$ cat src/rtl/memory_board_pkg.sv
// rtl/memory_board_pkg.sv - shared cell and board-state types for the memory game controller
package memory_board_pkg;

  typedef enum logic [1:0] {
    HIDDEN   = 2'b00,
    REVEALED = 2'b01,
    MATCHED  = 2'b10
  } cell_state_t;

  typedef enum logic [1:0] {
    PICK1,
    PICK2,
    SHOW,
    DONE
  } board_fsm_t;

endpackage

$ cat src/rtl/rise_detect.sv
// rtl/rise_detect.sv - one-cycle event on the rising edge of a synchronous button level
module rise_detect (
  input  logic clk,
  input  logic rst,
  input  logic level_i,
  output logic pulse_o
);

  logic prev;

  always_ff @(posedge clk or posedge rst) begin
    if (rst) prev <= 1'b0;
    else     prev <= level_i;
  end

  // Combinational so the event is consumed at the first edge that samples the level high.
  assign pulse_o = level_i & ~prev;

endmodule

$ cat src/rtl/memory_board_ctrl.sv
// rtl/memory_board_ctrl.sv - cursor, card reveal and pair resolution for the card-matching board
module memory_board_ctrl
  import memory_board_pkg::*;
#(
  parameter int NUM_CELLS   = 16,
  parameter int CARD_W      = 4,
  parameter int SHOW_CYCLES = 4,
  parameter int CNT_W       = 8
) (
  input  logic                                 clk,
  input  logic                                 rst,
  input  logic                                 move,
  input  logic                                 select,
  input  logic [NUM_CELLS*CARD_W-1:0]          card_i,
  output logic [$clog2(NUM_CELLS)-1:0]         cursor_o,
  output logic [2*NUM_CELLS-1:0]               cell_state_o,
  output logic [$clog2(NUM_CELLS/2+1)-1:0]     pairs_o,
  output logic [CNT_W-1:0]                     attempts_o,
  output logic                                 match_o,
  output logic                                 miss_o,
  output logic                                 done_o
);

  localparam int CW   = $clog2(NUM_CELLS);
  localparam int PW   = $clog2(NUM_CELLS/2+1);
  localparam int TW   = (SHOW_CYCLES > 1) ? $clog2(SHOW_CYCLES) : 1;
  localparam int HALF = NUM_CELLS / 2;

  generate
    if ((NUM_CELLS % 2) != 0 || NUM_CELLS < 2 || SHOW_CYCLES < 1) begin : g_bad_params
      $error("memory_board_ctrl: NUM_CELLS must be even and >= 2, SHOW_CYCLES >= 1");
    end
  endgenerate

  logic          move_ev;
  logic          select_ev;
  board_fsm_t    state;
  logic [CW-1:0] idx1;
  logic [CW-1:0] idx2;
  logic          eq;
  logic [TW-1:0] timer;

  logic              cur_hidden;
  logic [CARD_W-1:0] card_first;
  logic [CARD_W-1:0] card_cur;

  rise_detect u_move_rise (
    .clk     (clk),
    .rst     (rst),
    .level_i (move),
    .pulse_o (move_ev)
  );

  rise_detect u_select_rise (
    .clk     (clk),
    .rst     (rst),
    .level_i (select),
    .pulse_o (select_ev)
  );

  assign cur_hidden = (cell_state_o[2*cursor_o +: 2] == HIDDEN);
  assign card_first = card_i[idx1*CARD_W +: CARD_W];
  assign card_cur   = card_i[cursor_o*CARD_W +: CARD_W];

  always_ff @(posedge clk or posedge rst) begin
    if (rst) begin
      state        <= PICK1;
      cursor_o     <= '0;
      cell_state_o <= '0;
      pairs_o      <= '0;
      attempts_o   <= '0;
      match_o      <= 1'b0;
      miss_o       <= 1'b0;
      done_o       <= 1'b0;
      idx1         <= '0;
      idx2         <= '0;
      eq           <= 1'b0;
      timer        <= '0;
    end else begin
      match_o <= 1'b0;
      miss_o  <= 1'b0;

      case (state)
        PICK1: begin
          if (select_ev && cur_hidden) begin
            cell_state_o[2*cursor_o +: 2] <= REVEALED;
            idx1  <= cursor_o;
            state <= PICK2;
          end
        end
        PICK2: begin
          // idx1 is already REVEALED, so re-selecting it falls out of the hidden test.
          if (select_ev && cur_hidden) begin
            cell_state_o[2*cursor_o +: 2] <= REVEALED;
            idx2  <= cursor_o;
            eq    <= (card_first == card_cur);
            timer <= TW'(SHOW_CYCLES - 1);
            if (attempts_o != {CNT_W{1'b1}}) attempts_o <= attempts_o + 1'b1;
            state <= SHOW;
          end
        end
        SHOW: begin
          if (timer == '0) begin
            if (eq) begin
              cell_state_o[2*idx1 +: 2] <= MATCHED;
              cell_state_o[2*idx2 +: 2] <= MATCHED;
              pairs_o <= pairs_o + 1'b1;
              match_o <= 1'b1;
              if (pairs_o == PW'(HALF - 1)) begin
                state  <= DONE;
                done_o <= 1'b1;
              end else begin
                state <= PICK1;
              end
            end else begin
              cell_state_o[2*idx1 +: 2] <= HIDDEN;
              cell_state_o[2*idx2 +: 2] <= HIDDEN;
              miss_o <= 1'b1;
              state  <= PICK1;
            end
          end else begin
            timer <= timer - TW'(1);
          end
        end
        default: begin
        end
      endcase

      // Select above used the pre-move cursor; the step happens on the same edge.
      if (move_ev && state != DONE) begin
        if (cursor_o == CW'(NUM_CELLS - 1)) cursor_o <= '0;
        else                                cursor_o <= cursor_o + 1'b1;
      end
    end
  end

endmodule

$ cat config.mk
export PLATFORM = sky130hd
export DESIGN_NAME = memory_board_ctrl
export DESIGN_NICKNAME = d
export VERILOG_FILES = /design/src/rtl/memory_board_pkg.sv /design/src/rtl/rise_detect.sv /design/src/rtl/memory_board_ctrl.sv
export SDC_FILE = /design/constraint.sdc
export NUM_CORES = 1
export LEC_CHECK = 0
export ABC_AREA = 1
export ABC_CLOCK_PERIOD_IN_PS = 3500
export CAP_MARGIN = 20
export CORE_MARGIN = 2
export CORE_UTILIZATION = 53
export DETAILED_ROUTE_END_ITERATION = 8
export PLACE_DENSITY = 0.91
export REMOVE_ABC_BUFFERS = 1
export SLEW_MARGIN = 20
export SYNTH_ARGS = -nofsm -noshare
export SYNTH_HDL_FRONTEND = slang
export SYNTH_SLANG_ARGS = --single-unit
$ cat constraint.sdc
create_clock -name clk -period 3.5 [get_ports clk]
set_input_delay 0.7 -clock clk [delete_from_list [all_inputs] [get_ports clk]]
set_output_delay 0.7 -clock clk [all_outputs]
set_load 0.01 [all_outputs]
==> impl_metrics.csv <==
group,metric,value,unit
worst_setup_path,critPathMaxFanout,55,
die,die_h,108,µm
die,core_area,10400,µm²
pwr,p_per_area,836,nW/µm²
global_route,antenna_found_initial,0,
routing,dr.pass1.iters,6,
final_layout,mostFrequentLayoutCells,"292 x nand2_1, 118 x clkdlybuf4s50_1, 102 x nor2_1, 80 x inv_1, 65 x dfrtp_1",
cts,clkLatencyLatePin,0.35,ns
routing,drt-total-wl,17500,µm
routing,vias,6546,
die,io_pins,119,
sta,fin_ws,0.815,ns
yosys,yosysUniqueCellTypes,39,
worst_setup_path,path_class,"flop to output port",
worst_setup_path,rr_worst_depth,11,
yosys,synth_edf_count,0,
sta,fin_tns_setup,0,ns
yosys,synth.cell_area,5720,µm²
die,std_cell_rows,37,
cts,htree_levels,3,
global_route,grt_pass1_wl,29400,µm
final_layout,synthToLayoutAreaGrowth,25.3,%
worst_setup_path,required,2.80,ns
global_route,grt_pass1_vias,6142,
final_layout,nets,1101,
sta,finalHoldViolations,0,
die,die-area,11600,µm²
placement,io_buffers,118,
cts,cts_setup_buffers,0,
final_layout,mostFrequentLayoutCell,"nand2_1",
routing,via_per_inst,5.68,
sta,max-slew-margin-rel,54.1,%
cts,cts_tree,"yes",
yosys,syn_avg_cell_area,6.31,µm²
cts,clock_sinks,66,
sta,rsz0062_at_grt,"no",
sta,fmax,372,MHz
min_path,hp-start,"done_o",
sta,min_period,2.68,ns
final_layout,fin_area,7170,µm²
final_layout,antenna_cells,0,
min_path,holdPathEnd,"done_o",
cts,cts_hold_buffers,0,
min_path,hold_depth,1,
min_path,hold_path_class,"flop to flop",
yosys,synth_top_flop_cell,"dfrtp_1",
cts,clock_path_buffers,2,
routing,drt_iter0_drc,699,
worst_setup_path,path_cells,"buf_4 > clkdlybuf4s50_1",
routing,drtAntennaViolNets,0,
cts,path_clk_slew,0.07,ns
placement,place_ws,1.04,ns
sta,finalSetupViolations,0,
pwr,ir_worst_vdd,0.000460,V
sta,skew,0.0123,ns
cts,cts_inserted_buffers,9,
global_route,grt_start_max_net_pins,56,
placement,place_area,6970,µm²
worst_setup_path,r2r_slack,0.89,ns
worst_setup_path,slowest_delay,0.64,ns
pwr,total_power,5.99,mW
routing,drc,0,
worst_setup_path,start_kind,"flop",
yosys,synth_seq_cells,66,
global_route,gr-usage-all-layers,31.4,%
placement,gp_congestion,1.03,
sta,post-route-period-util,76.7,%
die,initial_core_util,54.9,%
cts,cts-resized-gates,0,
yosys,ys_seq_area_share,28.9,%
worst_setup_path,worst_setup_path_end_kind,"output port",
run,drv_cap,0,
global_route,overflow,0,
yosys,synth_cells,907,
worst_setup_path,cp_data_arrival_time,1.98,ns
die,die_w,108,µm
run_status,status,"finished clean",
pwr,power_leakage,3.46,nW
yosys,async_flop_share,100,%
worst_setup_path,crit_slowest_cell,"clkdlybuf4s50_1",
final_layout,final_layout_size_suffix_gt1_share,6.00,%
routing,wl_per_cell,15.2,µm
yosys,yosysWarnings,0,
worst_setup_path,rr_endpoint,"timer[1]",
sta,tightest_slew,0.687,ns
placement,hpwl,12800,µm
cts,cts-root-buf,"clkbuf_8",
worst_setup_path,rr_startpoint,"cursor_o[0]",
sta,drv_slew,0,
## final cells by class
class	count	area, µm²
Sequential cell	66	1650
Timing Repair Buffer	132	1300
Tap cell	136	170
Clock inverter	4	51.3
Inverter	89	334
Fill cell	933	3250
Clock buffer	12	145
Multi-Input combinational cell	713	3510
## how the worst max path moves through the flow
| stage | start | endpoint | slack [ns] | cells past startpoint |
|---|---|---|---|---|
| 3_5_place_dp | idx1[2] | cell_state_o[1] | 1.04 | 10 |
| 2_1_floorplan | cursor_o[0] | cell_state_o[24] | 0.43 | 10 |
| 4_1_cts | cursor_o[0] | cursor_o[0] | 0.85 | 2 |
| 3_3_place_gp | idx1[2] | cell_state_o[1] | 1.09 | 10 |
| 5_1_grt | idx2[0] | cell_state_o[2] | 0.72 | 10 |
| 6_report | cursor_o[0] | cursor_o[0] | 0.82 | 2 |
## Yosys cell counts (2+ instances only)
cell	number	area, µm²
o21bai_1	3	22.5
nand4_1	44	275
o211ai_1	15	113
nand2_2	12	75.1
xnor2_1	9	78.8
a21oi_1	58	290
nand3_1	64	320
o21ai_0	54	270
buf_1	3	11.3
ha_1	22	275
buf_6	4	45.0
nand2_1	292	1100
inv_1	81	304
nand2_4	2	22.5
clkbuf_1	15	56.3
nor2_1	102	383
xor2_1	4	35.0
nor3_1	12	60.1
inv_2	6	22.5
nand3b_1	2	15.0
dfrtp_1	66	1650
o21ai_1	3	15.0
buf_2	13	65.1
nor2_4	3	33.8
buf_4	3	22.5
clkinv_1	2	7.51
## state kept, by name, indices dropped and copies added (netlist names), 2 cells and up
register / count
pairs_o: 4
cell_state_o: 32
state: 2
attempts_o: 8
timer: 2
idx2: 4
idx1: 4
cursor_o: 4
## power by group
group / switching, mW / internal (mW)
registers: 0.258 / 0.968
logic: 2.72 / 1.39
clock network: 0.310 / 0.349
## worst max-delay path: cells and delay by family (launching register included)
kind / cells / cell delay [ns]
buffers and inverters: 2 / 1.15
DFF: 1 / 0.48
## through the flow
stage	instances	utilization, %	hold WS (ns)
after floorplan	868	-	0.453
after global placement	1136	66.9	0.455
after detailed placement	1136	66.9	0.448
after CTS	1152	68.8	0.477
after global routing	1152	68.8	0.511
final	1152	68.8	0.476
## logic make-up (layout without fill, tap and decap cells)
logic type	Yosys count	count (layout)	synth area share, %
multiplexers	1	1	0.197
XOR/XNOR	14	14	2.28
AO/OA/AOI/OAI	138	138	13.2
flip-flops	66	66	28.9
AND/OR/NAND/NOR	538	538	40.9
adder cells (fa/ha/maj)	22	22	4.81
buffers and inverters	128	237	9.69
## per-layer routing
| layer | track usage, % | wire length, µm | up-vias |
|---|---|---|---|
| met4 | 10.7 | 394 | 0 |
| met5 | 0 | 0 | - |
| met2 | 51.4 | 8020 | 379 |
| li1 | - | - | 3160 |
| met3 | 4.72 | 1760 | 39 |
| met1 | 42.3 | 7310 | 2968 |
No activity file was read; power rests on OpenSTA's default activity.
